--- src/rtl/gray_pkg.sv ---
// Shared Gray-code definitions for the encoder/decoder pair.
// Both helpers are WIDTH-generic: operands are zero-extended to 32 bits.
package gray_pkg;

  localparam int unsigned GRAY_W_DEFAULT = 10;
  localparam int unsigned GRAY_W_MAX     = 32;

  // Zero bits above the real word width leave the prefix XOR unchanged.
  function automatic logic [GRAY_W_MAX-1:0] gray2bin(input logic [GRAY_W_MAX-1:0] gray);
    logic [GRAY_W_MAX-1:0] bin;
    bin[GRAY_W_MAX-1] = gray[GRAY_W_MAX-1];
    for (int i = GRAY_W_MAX - 2; i >= 0; i--) begin
      bin[i] = bin[i+1] ^ gray[i];
    end
    return bin;
  endfunction

  function automatic logic [GRAY_W_MAX-1:0] bin2gray(input logic [GRAY_W_MAX-1:0] bin);
    return bin ^ (bin >> 1);
  endfunction

endpackage

--- src/rtl/pipe_reg_elastic.sv ---
// One valid/ready register slice. It accepts a new word whenever it is empty
// or its current word leaves this cycle, so back-to-back streaming needs no bubble.
module pipe_reg_elastic #(
  parameter int unsigned DATA_W = 8
) (
  input  logic              clk,
  input  logic              rst,
  input  logic              in_valid_i,
  output logic              in_ready_o,
  input  logic [DATA_W-1:0] in_data_i,
  output logic              out_valid_o,
  input  logic              out_ready_i,
  output logic [DATA_W-1:0] out_data_o
);

  logic              valid_q, valid_d;
  logic [DATA_W-1:0] data_q, data_d;
  logic              advance;

  assign advance = !valid_q || out_ready_i;

  // NOTE: every variable gets its hold value first so no path leaves it unassigned (no latch).
  always_comb begin
    valid_d = valid_q;
    data_d  = data_q;
    if (advance) begin
      valid_d = in_valid_i;
      if (in_valid_i) data_d = in_data_i;
    end
  end

  // NOTE: the data register is reset too, so the visible output word reads 0 after reset.
  // NOTE: state is updated with non-blocking assignments so all registers sample together.
  always_ff @(posedge clk or posedge rst) begin
    if (rst) begin
      valid_q <= 1'b0;
      data_q  <= '0;
    end else begin
      valid_q <= valid_d;
      data_q  <= data_d;
    end
  end

  assign in_ready_o  = advance;
  assign out_valid_o = valid_q;
  assign out_data_o  = data_q;

endmodule

--- src/rtl/dec_gray2bin.sv ---
// Two-stage pipelined Gray-to-binary decoder with a step-sequence checker.
// S1 decodes the upper half, S2 finishes the lower half; checker and counter live here.
module dec_gray2bin
  import gray_pkg::*;
#(
  parameter int unsigned WIDTH     = GRAY_W_DEFAULT,
  parameter int unsigned ERR_CNT_W = 8
) (
  input  logic                 clk,
  input  logic                 rst,
  input  logic                 clr,
  input  logic                 in_valid,
  output logic                 in_ready,
  input  logic [WIDTH-1:0]     gray,
  output logic                 out_valid,
  input  logic                 out_ready,
  output logic [WIDTH-1:0]     bin,
  output logic                 step_err,
  output logic [ERR_CNT_W-1:0] err_cnt
);

  localparam int unsigned LO_W = WIDTH / 2;
  localparam int unsigned HI_W = WIDTH - LO_W;

  logic [HI_W-1:0]  hi_bin;
  logic             s1_valid, s2_ready;
  logic [WIDTH-1:0] s1_data;
  logic [HI_W-1:0]  s1_hi;
  logic [LO_W-1:0]  s1_glo;
  logic [LO_W-1:0]  lo_bin;

  always_comb begin : s1_decode
    logic acc;
    acc    = 1'b0;
    hi_bin = '0;
    for (int i = HI_W - 1; i >= 0; i--) begin
      acc       = acc ^ gray[LO_W + i];
      hi_bin[i] = acc;
    end
  end

  // S1 keeps only the lower Gray bits; the upper ones are already decoded.
  pipe_reg_elastic #(.DATA_W(WIDTH)) u_s1 (
    .clk         (clk),
    .rst         (rst),
    .in_valid_i  (in_valid),
    .in_ready_o  (in_ready),
    .in_data_i   ({hi_bin, gray[LO_W-1:0]}),
    .out_valid_o (s1_valid),
    .out_ready_i (s2_ready),
    .out_data_o  (s1_data)
  );

  assign s1_hi  = s1_data[WIDTH-1:LO_W];
  assign s1_glo = s1_data[LO_W-1:0];

  always_comb begin : s2_decode
    logic acc;
    acc    = s1_hi[0];
    lo_bin = '0;
    for (int i = LO_W - 1; i >= 0; i--) begin
      acc       = acc ^ s1_glo[i];
      lo_bin[i] = acc;
    end
  end

  pipe_reg_elastic #(.DATA_W(WIDTH)) u_s2 (
    .clk         (clk),
    .rst         (rst),
    .in_valid_i  (s1_valid),
    .in_ready_o  (s2_ready),
    .in_data_i   ({s1_hi, lo_bin}),
    .out_valid_o (out_valid),
    .out_ready_i (out_ready),
    .out_data_o  (bin)
  );

  logic                 hist_vld_q, hist_vld_d;
  logic [WIDTH-1:0]     prev_bin_q, prev_bin_d;
  logic [ERR_CNT_W-1:0] err_cnt_q, err_cnt_d;
  logic                 out_xfer;

  // Evaluated live against history, so a clr re-qualifies a word already waiting in S2.
  assign step_err = out_valid && hist_vld_q && (bin != prev_bin_q + WIDTH'(1));
  assign out_xfer = out_valid && out_ready;

  always_comb begin
    hist_vld_d = hist_vld_q;
    prev_bin_d = prev_bin_q;
    err_cnt_d  = err_cnt_q;
    if (clr) begin
      hist_vld_d = 1'b0;
      err_cnt_d  = '0;
    end else if (out_xfer) begin
      hist_vld_d = 1'b1;
      prev_bin_d = bin;
      if (step_err && (err_cnt_q != '1)) err_cnt_d = err_cnt_q + ERR_CNT_W'(1);
    end
  end

  always_ff @(posedge clk or posedge rst) begin
    if (rst) begin
      hist_vld_q <= 1'b0;
      prev_bin_q <= '0;
      err_cnt_q  <= '0;
    end else begin
      hist_vld_q <= hist_vld_d;
      prev_bin_q <= prev_bin_d;
      err_cnt_q  <= err_cnt_d;
    end
  end

  assign err_cnt = err_cnt_q;

endmodule

--- config.mk ---
export PLATFORM = sky130hd
export DESIGN_NAME = dec_gray2bin
export DESIGN_NICKNAME = d
export VERILOG_FILES = /design/src/rtl/gray_pkg.sv /design/src/rtl/pipe_reg_elastic.sv /design/src/rtl/dec_gray2bin.sv
export SDC_FILE = /design/constraint.sdc
export NUM_CORES = 1
export LEC_CHECK = 0
export CAP_MARGIN = 20
export CORE_MARGIN = 5
export CORE_UTILIZATION = 47
export CTS_CLUSTER_SIZE = 16
export DETAILED_ROUTE_END_ITERATION = 10
export PLACE_DENSITY_LB_ADDON = 0.2
export SETUP_SLACK_MARGIN = 0.15
export SLEW_MARGIN = 10
export SYNTH_ARGS = -nofsm -noshare
export SYNTH_HDL_FRONTEND = slang
export SYNTH_SLANG_ARGS = --single-unit
--- constraint.sdc ---
create_clock -name clk -period 2.23 [get_ports clk]
set_input_delay 0.223 -clock clk [delete_from_list [all_inputs] [get_ports clk]]
set_output_delay 0.223 -clock clk [all_outputs]
set_load 0.01 [all_outputs]
==> qor.txt, run 1 <==
==============================================================================
Slew margin rel. ................................................        60.8%
Clock transition at path regs ...................................        80 ps
Syn-to-layout area delta ........................................        35.2%
Final Slew Violations ...........................................            0
Diodes inserted .................................................            0
CP Max Fanout ...................................................            5
Most common cell in the netlist .................................      dfrtp_1
Clock latency on the worst-skew pair ............................       290 ps
NumNets Final ...................................................          252
Crit path kind ..................................................      reg2out
Crit path launch type ...........................................         flop
Initial antenna violation count .................................            0
Num ports .......................................................           36
Run status ...................................................... finished, violations left
Proportion of netlist area held by the largest area contributor .        49.8%
Post-route insts no fill ........................................          288
Clock Tree Buf Depth ............................................            2
Most used flip-flop cell after synthesis ........................      dfrtp_1
Layout cell share with drive strength beyond 1 ..................        33.5%
Die area ........................................................    5810 um^2
Pin count of the biggest net entering global routing ............           42
Actual transition at the worst max-transition pin ...............       587 ps
TritonCTS clock tree ............................................         done
Total via count after detailed routing ..........................         1596
Wire length of the first global-routing pass ....................      7.87 mm
Flip-flop and latch count after synthesis .......................           41
Syn_nets ........................................................          193
Initial DRC count ...............................................          104
Cell chosen for the clock root ..................................     clkbuf_8
Pwr per Cell Area ............................................... 1060 nW/um^2
Via density per instance ........................................         5.54
Period Utilization, post-route ..................................         106%
Synthesized area per cell .......................................    11.7 um^2
Maximum level of the CTS H-tree .................................            2
Cell total after placement ......................................          278
DRC violations left .............................................            0
Number of instances in the synthesized netlist ..................          176
Antenna-violating nets left .....................................            0
Max-cap violations ..............................................            0
Total core area .................................................    4290 um^2
Cell area after technology mapping ..............................    2060 um^2
GP Congestion ...................................................        0.836
Hold-fix buffers, CTS ...........................................            0
Number of iterations in the first detailed-routing pass .........            5
Worst setup skew after layout ...................................      8.53 ps
Cell types with the highest counts after synthesis .............. 41 x dfrtp_1, 24 x mux2_2, 13 x xor2_1
Total global routing overflow ...................................            0
Height of the die ...............................................      76.2 um
Final worst setup slack .........................................      -136 ps
Width of the die ................................................      76.2 um
Count of input and output buffers ...............................           35
Number of clock buffers inserted by TritonCTS ...................            5
Register area share after synthesis .............................        49.8%
Placement-stage worst setup slack ...............................      -215 ps
Leakage .........................................................      1.16 nW
Drt total wl ....................................................      4.56 mm
Clock period minus final worst setup slack ......................      2370 ps
Number of enable-type register cells in the synthesized netlist .            0
Finish-stage setup viols ........................................            8
Post-synth top area cell ........................................      dfrtp_1
Detailed-route wire length per cell .............................      15.8 um
Worst Hold Class ................................................     in2async
Arrival time at the worst endpoint ..............................      2140 ps
Final design utilization ........................................        64.8%
Fraction of registers with async set or reset after synthesis ...         100%
Fmax achieved ...................................................      423 MHz
Violated checks ................................................. negative setup slack
Detailed-placement wirelength estimate ..........................      3.39 mm
Final hold violations ...........................................            0
Number of global-route vias before repair .......................         1660
Std cell rows ...................................................           24
Total global routing track utilization ..........................        16.4%
Initial Util ....................................................        48.0%
Unrepaired setup endpoints after global routing .................          yes
Area contributors post-synth .................................... dfrtp_1 50%, mux2_2 13%, xor2_1 5.5%, xnor2_1 3.8%, o21ai_0 2.7%
Peak VDD IR .....................................................   0.000649 V
Critical path data required time ................................      2010 ps
Clk sink count ..................................................           41
Number of warning messages in the yosys log .....................            0
Cell variety after synth ........................................           43
Endpoint type of the worst setup path ...........................  output port
==============================================================================
## state kept, by name, indices dropped and copies added (netlist names)
signal            count
hist_vld_q            1
u_s2.out_valid_o      1
prev_bin_q           10
err_cnt               8
u_s1.out_valid_o      1
u_s2.out_data_o      10
u_s1.out_data_o      10
## kinds of logic after synthesis
kind of cell,share of synthesized area [%]
xor+xnor,10.1
mux,13.6
buf+inv,1.64
fa+ha+maj,1.21
flops,49.8
simple gates,12.1
compound gates,11.5
## worst max-delay path, stage by stage (launching register included)
cell       delay [ps]
dfrtp_2           450
ha_4              180
and3_4            160
a31oi_1           220
o2111ai_2         160
a211o_1           330
o211a_1           220
buf_2             140
## layout by cell type, fill, tap and decap left out, drive strengths merged, types with 2 or more instances in the layout
cell type,netlist,final
nand2,12,12
nand2b,3,3
mux2,24,24
nand3,7,7
nor4,2,2
xnor2,10,10
buf,2,23
ha,2,2
o2111ai,2,2
nor2,6,6
clkdlybuf4s50,0,34
clkinv,0,2
clkbuf,3,5
inv,2,2
dfrtp,41,41
nand3b,2,2
o21ai,12,12
and4,2,2
a21oi,8,8
xor2,13,13
or3,4,4
## metal layers
layer | share of wire [%] | track usage, % | vias up
li1 | - | - | 758
met1 | 44 | 21.6 | 790
met2 | 51 | 26.2 | 35
met3 | 3.6 | 3.55 | 13
met5 | 0 | 0 | -
met4 | 2.0 | 6.47 | 0
## cell type report
type	count	area, um^2
clock inverters	3	17.5
clock buffers	5	68.8
well taps	52	65.1
multi-input cells	128	1080
fillers	337	1510
inverters	2	7.51
flip-flops and latches	41	1030
repair buffers	57	518
## power by group
part	total, mW	internal (mW)	switching, mW
Clock	0.466	0.216	0.251
Sequential	1.17	0.947	0.223
Combinational	1.31	0.742	0.568
Total	2.95	1.90	1.04
## through the flow
stage / setup TNS (ps) / hold WS (ps) / instance area [um^2] / total power [mW]
final: -638 / 363 / 2780 / 2.95
after global routing: -1210 / 412 / 2780 / 3.14
after CTS: -392 / 379 / 2760 / 2.94
after detailed placement: -390 / 474 / 2600 / 2.39
after global placement: -160 / 462 / 2600 / 2.33
after floorplan: 0 / 331 / 2060 / 1.83
## timing repair
action                     4_1_cts  5_1_grt
pin swaps                        3        5
hold endpoints to repair         0        0
gates cloned                     1        0
gates resized for setup         19        4
setup buffers                    1        0
setup endpoints to repair        9        9
## path summary, 6_finish.rpt
path / from / end / slack, ps / cells past startpoint
setup / recovery: prev_bin_q[0]$_DFFE_PP0P_ / step_err / -140 / 7
hold reg to reg: u_s1.out_data_o[6]$_DFFE_PP0P_ / u_s1.out_data_o[6]$_DFFE_PP0P_ / 490 / 2
setup reg to reg: prev_bin_q[0]$_DFFE_PP0P_ / err_cnt[6]$_DFFE_PP0P_ / -110 / 10
min in group clk: u_s1.out_data_o[6]$_DFFE_PP0P_ / u_s1.out_data_o[6]$_DFFE_PP0P_ / 490 / 2
hold / removal: rst / u_s2.out_data_o[5]$_DFFE_PP0P_ / 360 / 3
max in group asynchronous: rst / prev_bin_q[2]$_DFFE_PP0P_ / 1500 / 3
Power figures use the tool's default switching activity.
==> inputs of run 2 (changes only) <==
--- a/config.mk
+++ b/config.mk
@@ -7,7 +7,8 @@
 export LEC_CHECK = 0
 export CAP_MARGIN = 20
 export CORE_MARGIN = 5
-export CORE_UTILIZATION = 47
+export CORE_UTILIZATION = 49
+export CTS_BUF_LIST = sky130_fd_sc_hd__clkbuf_2
 export CTS_CLUSTER_SIZE = 16
 export DETAILED_ROUTE_END_ITERATION = 10
 export PLACE_DENSITY_LB_ADDON = 0.2
==> qor.txt, run 2 (same netlist as run 1, synthesis figures left out) <==
=====================================================================================
Actual transition at the worst max-transition pin ......................       523 ps   was 587 ps
Period Utilization, post-route .........................................         108%   was 106%
Most used cells in the layout excluding fill and tap cells ............. 41 x dfrtp_1, 34 x clkdlybuf4s50_1, 24 x mux2_2, 23 x buf_4   was 38 x dfrtp_1, 34 x clkdlybuf4s50_1, 24 x mux2_2, 20 x buf_4, 12 x nand2_1
Most frequent standard cell in the layout excluding fill and tap cells .      dfrtp_1   unchanged
Arrival time at the worst endpoint .....................................      2190 ps   was 2140 ps
Std cell rows ..........................................................           23   was 24
Critical path data required time .......................................      2010 ps   about the same
Drt total wl ...........................................................      4.57 mm   was 4.56 mm
Total core area ........................................................    4030 um^2   was 4290 um^2
Final design utilization ...............................................        68.9%   was 64.8%
Endpoint type of the worst setup path ..................................  output port   unchanged
Detailed-placement wirelength estimate .................................      3.39 mm   about the same
Total via count after detailed routing .................................         1616   was 1596
Peak VDD IR ............................................................   0.000706 V   was 0.000649 V
Pin count of the biggest net entering global routing ...................           42   unchanged
Clock latency on the worst-skew pair ...................................       390 ps   was 290 ps
Initial antenna violation count ........................................            0   unchanged
Crit path launch type ..................................................         flop   unchanged
Fmax achieved ..........................................................      414 MHz   was 423 MHz
Detailed-route wire length per cell ....................................      15.7 um   was 15.8 um
Via density per instance ...............................................         5.57   was 5.54
Total global routing track utilization .................................        17.1%   was 16.4%
Diodes inserted ........................................................            0   unchanged
Height of the die ......................................................      74.8 um   was 76.2 um
Aggregate negative setup slack .........................................      -894 ps   was -638 ps
Total global routing overflow ..........................................            0   unchanged
Pwr per Cell Area ...................................................... 1050 nW/um^2   was 1060 nW/um^2
Gate power share .......................................................        46.4%   was 44.5%
Finish-stage setup viols ...............................................            8   unchanged
Final worst setup slack ................................................      -184 ps   was -136 ps
Switching fraction of total power ......................................        35.3%   was 35.4%
Final Slew Violations ..................................................            0   unchanged
Unrepaired setup endpoints after global routing ........................          yes   unchanged
DRC violations left ....................................................            0   unchanged
Initial Util ...........................................................        51.1%   was 48.0%
Met3 routed wirelength .................................................       192 um   was 165 um
Leakage ................................................................      1.17 nW   was 1.16 nW
Wire length on met2 ....................................................      2.52 mm   was 2.31 mm
Dpl cell area ..........................................................    2620 um^2   was 2600 um^2
Cell chosen for the clock root .........................................     clkbuf_2   was clkbuf_8
GP Congestion ..........................................................        0.817   was 0.836
Number of clock buffers inserted by TritonCTS ..........................            5   unchanged
Detailed-routing wirelength on met1 ....................................      1.73 mm   was 2.00 mm
CP Max Fanout ..........................................................            5   unchanged
Register-to-register setup slack .......................................      -180 ps   was -110 ps
NumNets Final ..........................................................          256   was 252
Critical path cell sequence ............................................ buf_4, xnor2_1, xnor2_1, o2111ai_1, a211o_1, o211a_1, buf_2   was ha_4, and3_4, a31oi_1, o2111ai_2, a211o_1, o211a_1, buf_2
Initial DRC count ......................................................           64   was 104
Final design area excluding fillers ....................................    2780 um^2   about the same
Number of global-route vias before repair ..............................         1644   was 1660
Reg-to-Reg Start ....................................................... prev_bin_q[1]$_DFFE_PP0P_   was prev_bin_q[0]$_DFFE_PP0P_
Worst stage delay on the critical path .................................       490 ps   was 450 ps
Worst setup skew after layout ..........................................      12.6 ps   was 8.53 ps
Max-cap violations .....................................................            0   unchanged
Num ports ..............................................................           36   unchanged
Count of input and output buffers ......................................           35   unchanged
Clock share of power ...................................................        14.8%   was 15.8%
Final hold violations ..................................................            0   unchanged
Die area ...............................................................    5600 um^2   was 5810 um^2
Worst Hold Class .......................................................     in2async   unchanged
Violated checks ........................................................ negative setup slack   unchanged
Switching Power ........................................................      1.03 mW   was 1.04 mW
Cell with the biggest individual delay on the critical path ............      dfrtp_1   was dfrtp_2
Most Frequent Cell on Critical Path ....................................      xnor2_1
Hold-fix buffers, CTS ..................................................            0   unchanged
Clk sink count .........................................................           41   unchanged
Placement-stage worst setup slack ......................................      -172 ps   was -215 ps
Wire length of the first global-routing pass ...........................      7.34 mm   was 7.87 mm
Clock transition at path regs ..........................................       210 ps   was 80 ps
Sequential group share of total power ..................................        38.9%   was 39.7%
Number of cells on the worst reg-to-reg path ...........................           11   was 10
TritonCTS clock tree ...................................................         done   unchanged
Clock period minus final worst setup slack .............................      2410 ps   was 2370 ps
Slew margin rel. .......................................................        65.1%   was 60.8%
Number of iterations in the first detailed-routing pass ................            4   was 5
Highest metal layer with signal wires ..................................         met4   unchanged
Endpoint of the most critical register-to-register path ................ err_cnt[6]$_DFFE_PP0P_   unchanged
Syn-to-layout area delta ...............................................        34.8%   was 35.2%
Internal Dissipation ...................................................      1.89 mW   was 1.90 mW
Width of the die .......................................................      74.8 um   was 76.2 um
Antenna-violating nets left ............................................            0   unchanged
Layout cell share with drive strength beyond 1 .........................        31.7%   was 33.5%
Crit path kind .........................................................      reg2out   unchanged
Run status ............................................................. finished, violations left   unchanged
Maximum level of the CTS H-tree ........................................            2   unchanged
Clock Tree Buf Depth ...................................................            2   unchanged
=====================================================================================
run 2: cell count changes in the layout (fill, tap and decap cells not counted), moves of 2 or more:
cell / previous run / this run
buf_4: 20 / 23
clkbuf_2: 0 / 5
clkbuf_8: 5 / 0
clkinv_2: 2 / 0
dfrtp_1: 38 / 41
dfrtp_2: 3 / 0
run 2: worst max-delay path, delay by kind of cell (launching register included):
family / cells / cell delay (ps)
buffers and inverters: 2 / 300
AO/OA/AOI/OAI: 3 / 670
flip-flops: 1 / 490
XOR/XNOR: 2 / 330
run 2: worst max path at each step:
stage,from,end,slack (ps),cells after the start
after floorplan,prev_bin_q[0]$_DFFE_PP0P_,err_cnt[3]$_DFFE_PP0P_,160,9
after global placement,prev_bin_q[1]$_DFFE_PP0P_,step_err,-70,7
after detailed placement,prev_bin_q[1]$_DFFE_PP0P_,step_err,-170,7
after CTS,prev_bin_q[1]$_DFFE_PP0P_,step_err,-230,8
after global routing,prev_bin_q[1]$_DFFE_PP0P_,step_err,-310,7
final,prev_bin_q[3]$_DFFE_PP0P_,step_err,-180,7
run 2: per-layer routing:
metal / up-vias / GRT usage [%]
li1: 762 / -
met1: 786 / 18.3
met2: 52 / 31.7
met3: 16 / 4.01
met4: 0 / 7.51
met5: - / 0
run 2: layout make-up:
cell class / instances / area (um^2)
fill: 299 / 1250
clock inverter: 3 / 41.3
clock buffer: 5 / 25.0
inverter: 2 / 7.51
timing repair buffer: 61 / 552
sequential: 41 / 1030
tap: 50 / 62.6
multi-input combinational: 128 / 1060
run 2: power by group through the flow:
stage	Sequential (mW)	Combinational, mW	Clock [mW]
after floorplan	1.19	0.632	0
after global placement	1.13	1.22	0
after detailed placement	1.14	1.28	0
after CTS	1.13	1.32	0.445
after global routing	1.16	1.46	0.479
final	1.13	1.35	0.431
run 2: repair_timing:
| action | in CTS | in global routing |
|---|---|---|
| setup endpoints to repair | 9 | 9 |
| pin swaps | 5 | 9 |
| gates resized for setup | 10 | 8 |
| setup buffers | 1 | 1 |
| cloned | 0 | 1 |
run 2: metrics by stage:
stage	hold slack, ps	instances	total power [mW]
2_1_floorplan	331	176	1.83
3_3_place_gp	463	279	2.34
3_5_place_dp	472	279	2.42
4_1_cts	226	288	2.89
5_1_grt	239	290	3.10
6_report	215	290	2.92
==> inputs of run 3 (changes only) <==
--- a/config.mk
+++ b/config.mk
@@ -7,7 +7,7 @@
 export LEC_CHECK = 0
 export CAP_MARGIN = 20
 export CORE_MARGIN = 5
-export CORE_UTILIZATION = 49
+export CORE_UTILIZATION = 54
 export CTS_BUF_LIST = sky130_fd_sc_hd__clkbuf_2
 export CTS_CLUSTER_SIZE = 16
 export DETAILED_ROUTE_END_ITERATION = 10
==> constraint.sdc (replaced) <==
create_clock -name clk -period 2.53 [get_ports clk]
set_input_delay 0.253 -clock clk [delete_from_list [all_inputs] [get_ports clk]]
set_output_delay 0.253 -clock clk [all_outputs]
set_load 0.01 [all_outputs]
==> qor.txt, run 3 (same netlist as run 1, synthesis figures left out) <==
=====================================================================================
Run status ............................................................. finished, final reports clean   was finished, violations left
Unrepaired setup endpoints after global routing ........................          yes   unchanged
GP Congestion ..........................................................        0.889   was 0.817
Worst Hold Class .......................................................     in2async   unchanged
Slew margin rel. .......................................................        66.4%   was 65.1%
Crit path launch type ..................................................         flop   unchanged
Total core area ........................................................    3690 um^2   was 4030 um^2
Max-cap violations .....................................................            0   unchanged
Cell chosen for the clock root .........................................     clkbuf_2   unchanged
Antenna-violating nets left ............................................            0   unchanged
Met3 routed wirelength .................................................       205 um   was 192 um
Clock period minus final worst setup slack .............................      2520 ps
Via density per instance ...............................................         5.66   was 5.57
Peak VDD IR ............................................................   0.000488 V   was 0.000706 V
Actual transition at the worst max-transition pin ......................       504 ps   was 523 ps
Dpl cell area ..........................................................    2470 um^2   was 2620 um^2
Post-route insts no fill ...............................................          270   was 290
Std cell rows ..........................................................           22   was 23
Sum of buffers and inverters on the critical path ......................            1   was 2
Most frequent standard cell in the layout excluding fill and tap cells .      dfrtp_1   unchanged
Final Slew Violations ..................................................            0   unchanged
Period Utilization, post-route .........................................        99.8%
Cell total after placement .............................................          257   was 279
Total via count after detailed routing .................................         1529   was 1616
Die area ...............................................................    5150 um^2   was 5600 um^2
Wire length of the first global-routing pass ...........................      7.29 mm   was 7.34 mm
Detailed-placement wirelength estimate .................................      3.08 mm   was 3.39 mm
CP Max Fanout ..........................................................            3   was 5
Cell with the biggest individual delay on the critical path ............      dfrtp_1   unchanged
Final design area excluding fillers ....................................    2610 um^2   was 2780 um^2
Highest metal layer with signal wires ..................................         met4   unchanged
DRC violations left ....................................................            0   unchanged
Number of iterations in the first detailed-routing pass ................            4   unchanged
Wire length on met2 ....................................................      2.15 mm   was 2.52 mm
Maximum level of the CTS H-tree ........................................            2   unchanged
Number of global-route vias before repair ..............................         1553   was 1644
Leakage ................................................................      1.09 nW   was 1.17 nW
Final hold violations ..................................................            0   unchanged
Filler cells ...........................................................          273   was 299
Initial Util ...........................................................        55.8%   was 51.1%
Initial DRC count ......................................................          169   was 64
Endpoint type of the worst setup path ..................................  output port   unchanged
Sequential standard cell area ..........................................    1030 um^2   about the same
Clock latency on the worst-skew pair ...................................       400 ps   was 390 ps
Crit path kind .........................................................      reg2out   unchanged
Aggregate negative setup slack .........................................         0 ps   was -894 ps
Total global routing overflow ..........................................            0   unchanged
Detailed-routing wirelength on met1 ....................................      1.81 mm   was 1.73 mm
Diodes inserted ........................................................            0   unchanged
NumNets Final ..........................................................          238   was 256
Pin count of the biggest net entering global routing ...................           42   unchanged
Width of the die .......................................................      71.8 um   was 74.8 um
Count of input and output buffers ......................................           35   unchanged
Initial antenna violation count ........................................            0   unchanged
Detailed-route wire length per cell ....................................      15.7 um   about the same
Total power of the final layout ........................................      2.51 mW   was 2.92 mW
Worst stage delay on the critical path .................................       430 ps   was 490 ps
Arrival time at the worst endpoint .....................................      2270 ps   was 2190 ps
Num ports ..............................................................           36   unchanged
Worst setup skew after layout ..........................................      20.0 ps   was 12.6 ps
Finish-stage setup viols ...............................................            0   was 8
Critical path data required time .......................................      2280 ps   was 2010 ps
Layout cell share with drive strength beyond 1 .........................        25.2%   was 31.7%
Clk sink count .........................................................           41   unchanged
TritonCTS clock tree ...................................................         done   unchanged
Height of the die ......................................................      71.8 um   was 74.8 um
Smallest hold slack ....................................................       234 ps   was 215 ps
Syn-to-layout area delta ...............................................        26.7%   was 34.8%
Critical path cell sequence ............................................ ha_1, and3_4, a31oi_1, o2111ai_1, a211o_1, o211a_1, buf_2   was buf_4, xnor2_1, xnor2_1, o2111ai_1, a211o_1, o211a_1, buf_2
Total global routing track utilization .................................        18.1%   was 17.1%
Drt total wl ...........................................................      4.23 mm   was 4.57 mm
Footprint of the multi-input gates .....................................    1020 um^2   was 1060 um^2
Most used cells in the layout excluding fill and tap cells ............. 38 x dfrtp_1, 34 x clkdlybuf4s50_1, 24 x mux2_2, 13 x xor2_1, 12 x nand2_1   was 41 x dfrtp_1, 34 x clkdlybuf4s50_1, 24 x mux2_2, 23 x buf_4
Fmax achieved ..........................................................      396 MHz
Clock transition at path regs ..........................................       220 ps   was 210 ps
Family with the most delay on the worst path ........................... compound AO/OA/AOI/OAI gates   unchanged
Clock Tree Buf Depth ...................................................            2   unchanged
Number of clock buffers inserted by TritonCTS ..........................            5   unchanged
Pwr per Cell Area ......................................................  963 nW/um^2   was 1050 nW/um^2
=====================================================================================
==> run 3: worst paths after layout <==
kind | start | to | slack [ps] | cells past startpoint
worst max register to register | prev_bin_q[0]$_DFFE_PP0P_ | err_cnt[1]$_DFFE_PP0P_ | 90 | 9
worst max-delay path | prev_bin_q[0]$_DFFE_PP0P_ | step_err | 5 | 7
worst min-delay path | rst | err_cnt[5]$_DFFE_PP0P_ | 230 | 3
max in group asynchronous | rst | prev_bin_q[3]$_DFFE_PP0P_ | 1910 | 3
min in group clk | in_valid | u_s1.out_valid_o$_DFFE_PP0N_ | 430 | 2
worst min register to register | u_s1.out_data_o[6]$_DFFE_PP0P_ | u_s1.out_data_o[6]$_DFFE_PP0P_ | 520 | 2
==> run 3: area by class of cell <==
type / count / share of cell area (%)
flip-flops and latches: 41 / 39.5
multi-input cells: 128 / 39.0
repair buffers: 43 / 15.5
clock inverters: 3 / 2.49
well taps: 48 / 2.30
clock buffers: 5 / 0.959
inverters: 2 / 0.288
==> run 3: per-stage QoR <==
stage | setup WS [ps] | utilization, %
global route | -156 | 70.8
detailed placement | 85.8 | 66.9
floorplan | 434 | -
CTS | -90.4 | 69.8
global placement | 149 | 66.9
finish | 5.47 | 70.8
==> run 3: power by group <==
| group | internal [mW] | switching (mW) | total [mW] |
|---|---|---|---|
| sequential | 0.832 | 0.224 | 1.06 |
| combinational | 0.536 | 0.441 | 0.977 |
| clock | 0.264 | 0.216 | 0.481 |
==> run 3: repair_timing <==
item,CTS,global route
pin swaps,3,4
hold buffers,0,0
setup endpoints to repair,1,8
gates resized for setup,4,6
cloned,0,0
setup buffers,3,2
==> run 3: worst register-to-register path, cell delays in order, from the launching register on <==
cell and delay [ps]:
dfrtp_1 430, ha_1 250, and3_4 180, a31oi_1 230, o2111ai_1 170, a211o_1 290
buf_4 150, o21ai_2 370, mux2i_1 250, nor2_1 50
==> run 3: per-layer routing <==
layer / vias up / GRT usage (%)
met4: 0 / 7.93
met5: - / 0
met3: 7 / 4.77
met2: 41 / 29.3
met1: 747 / 22.8
li1: 734 / -
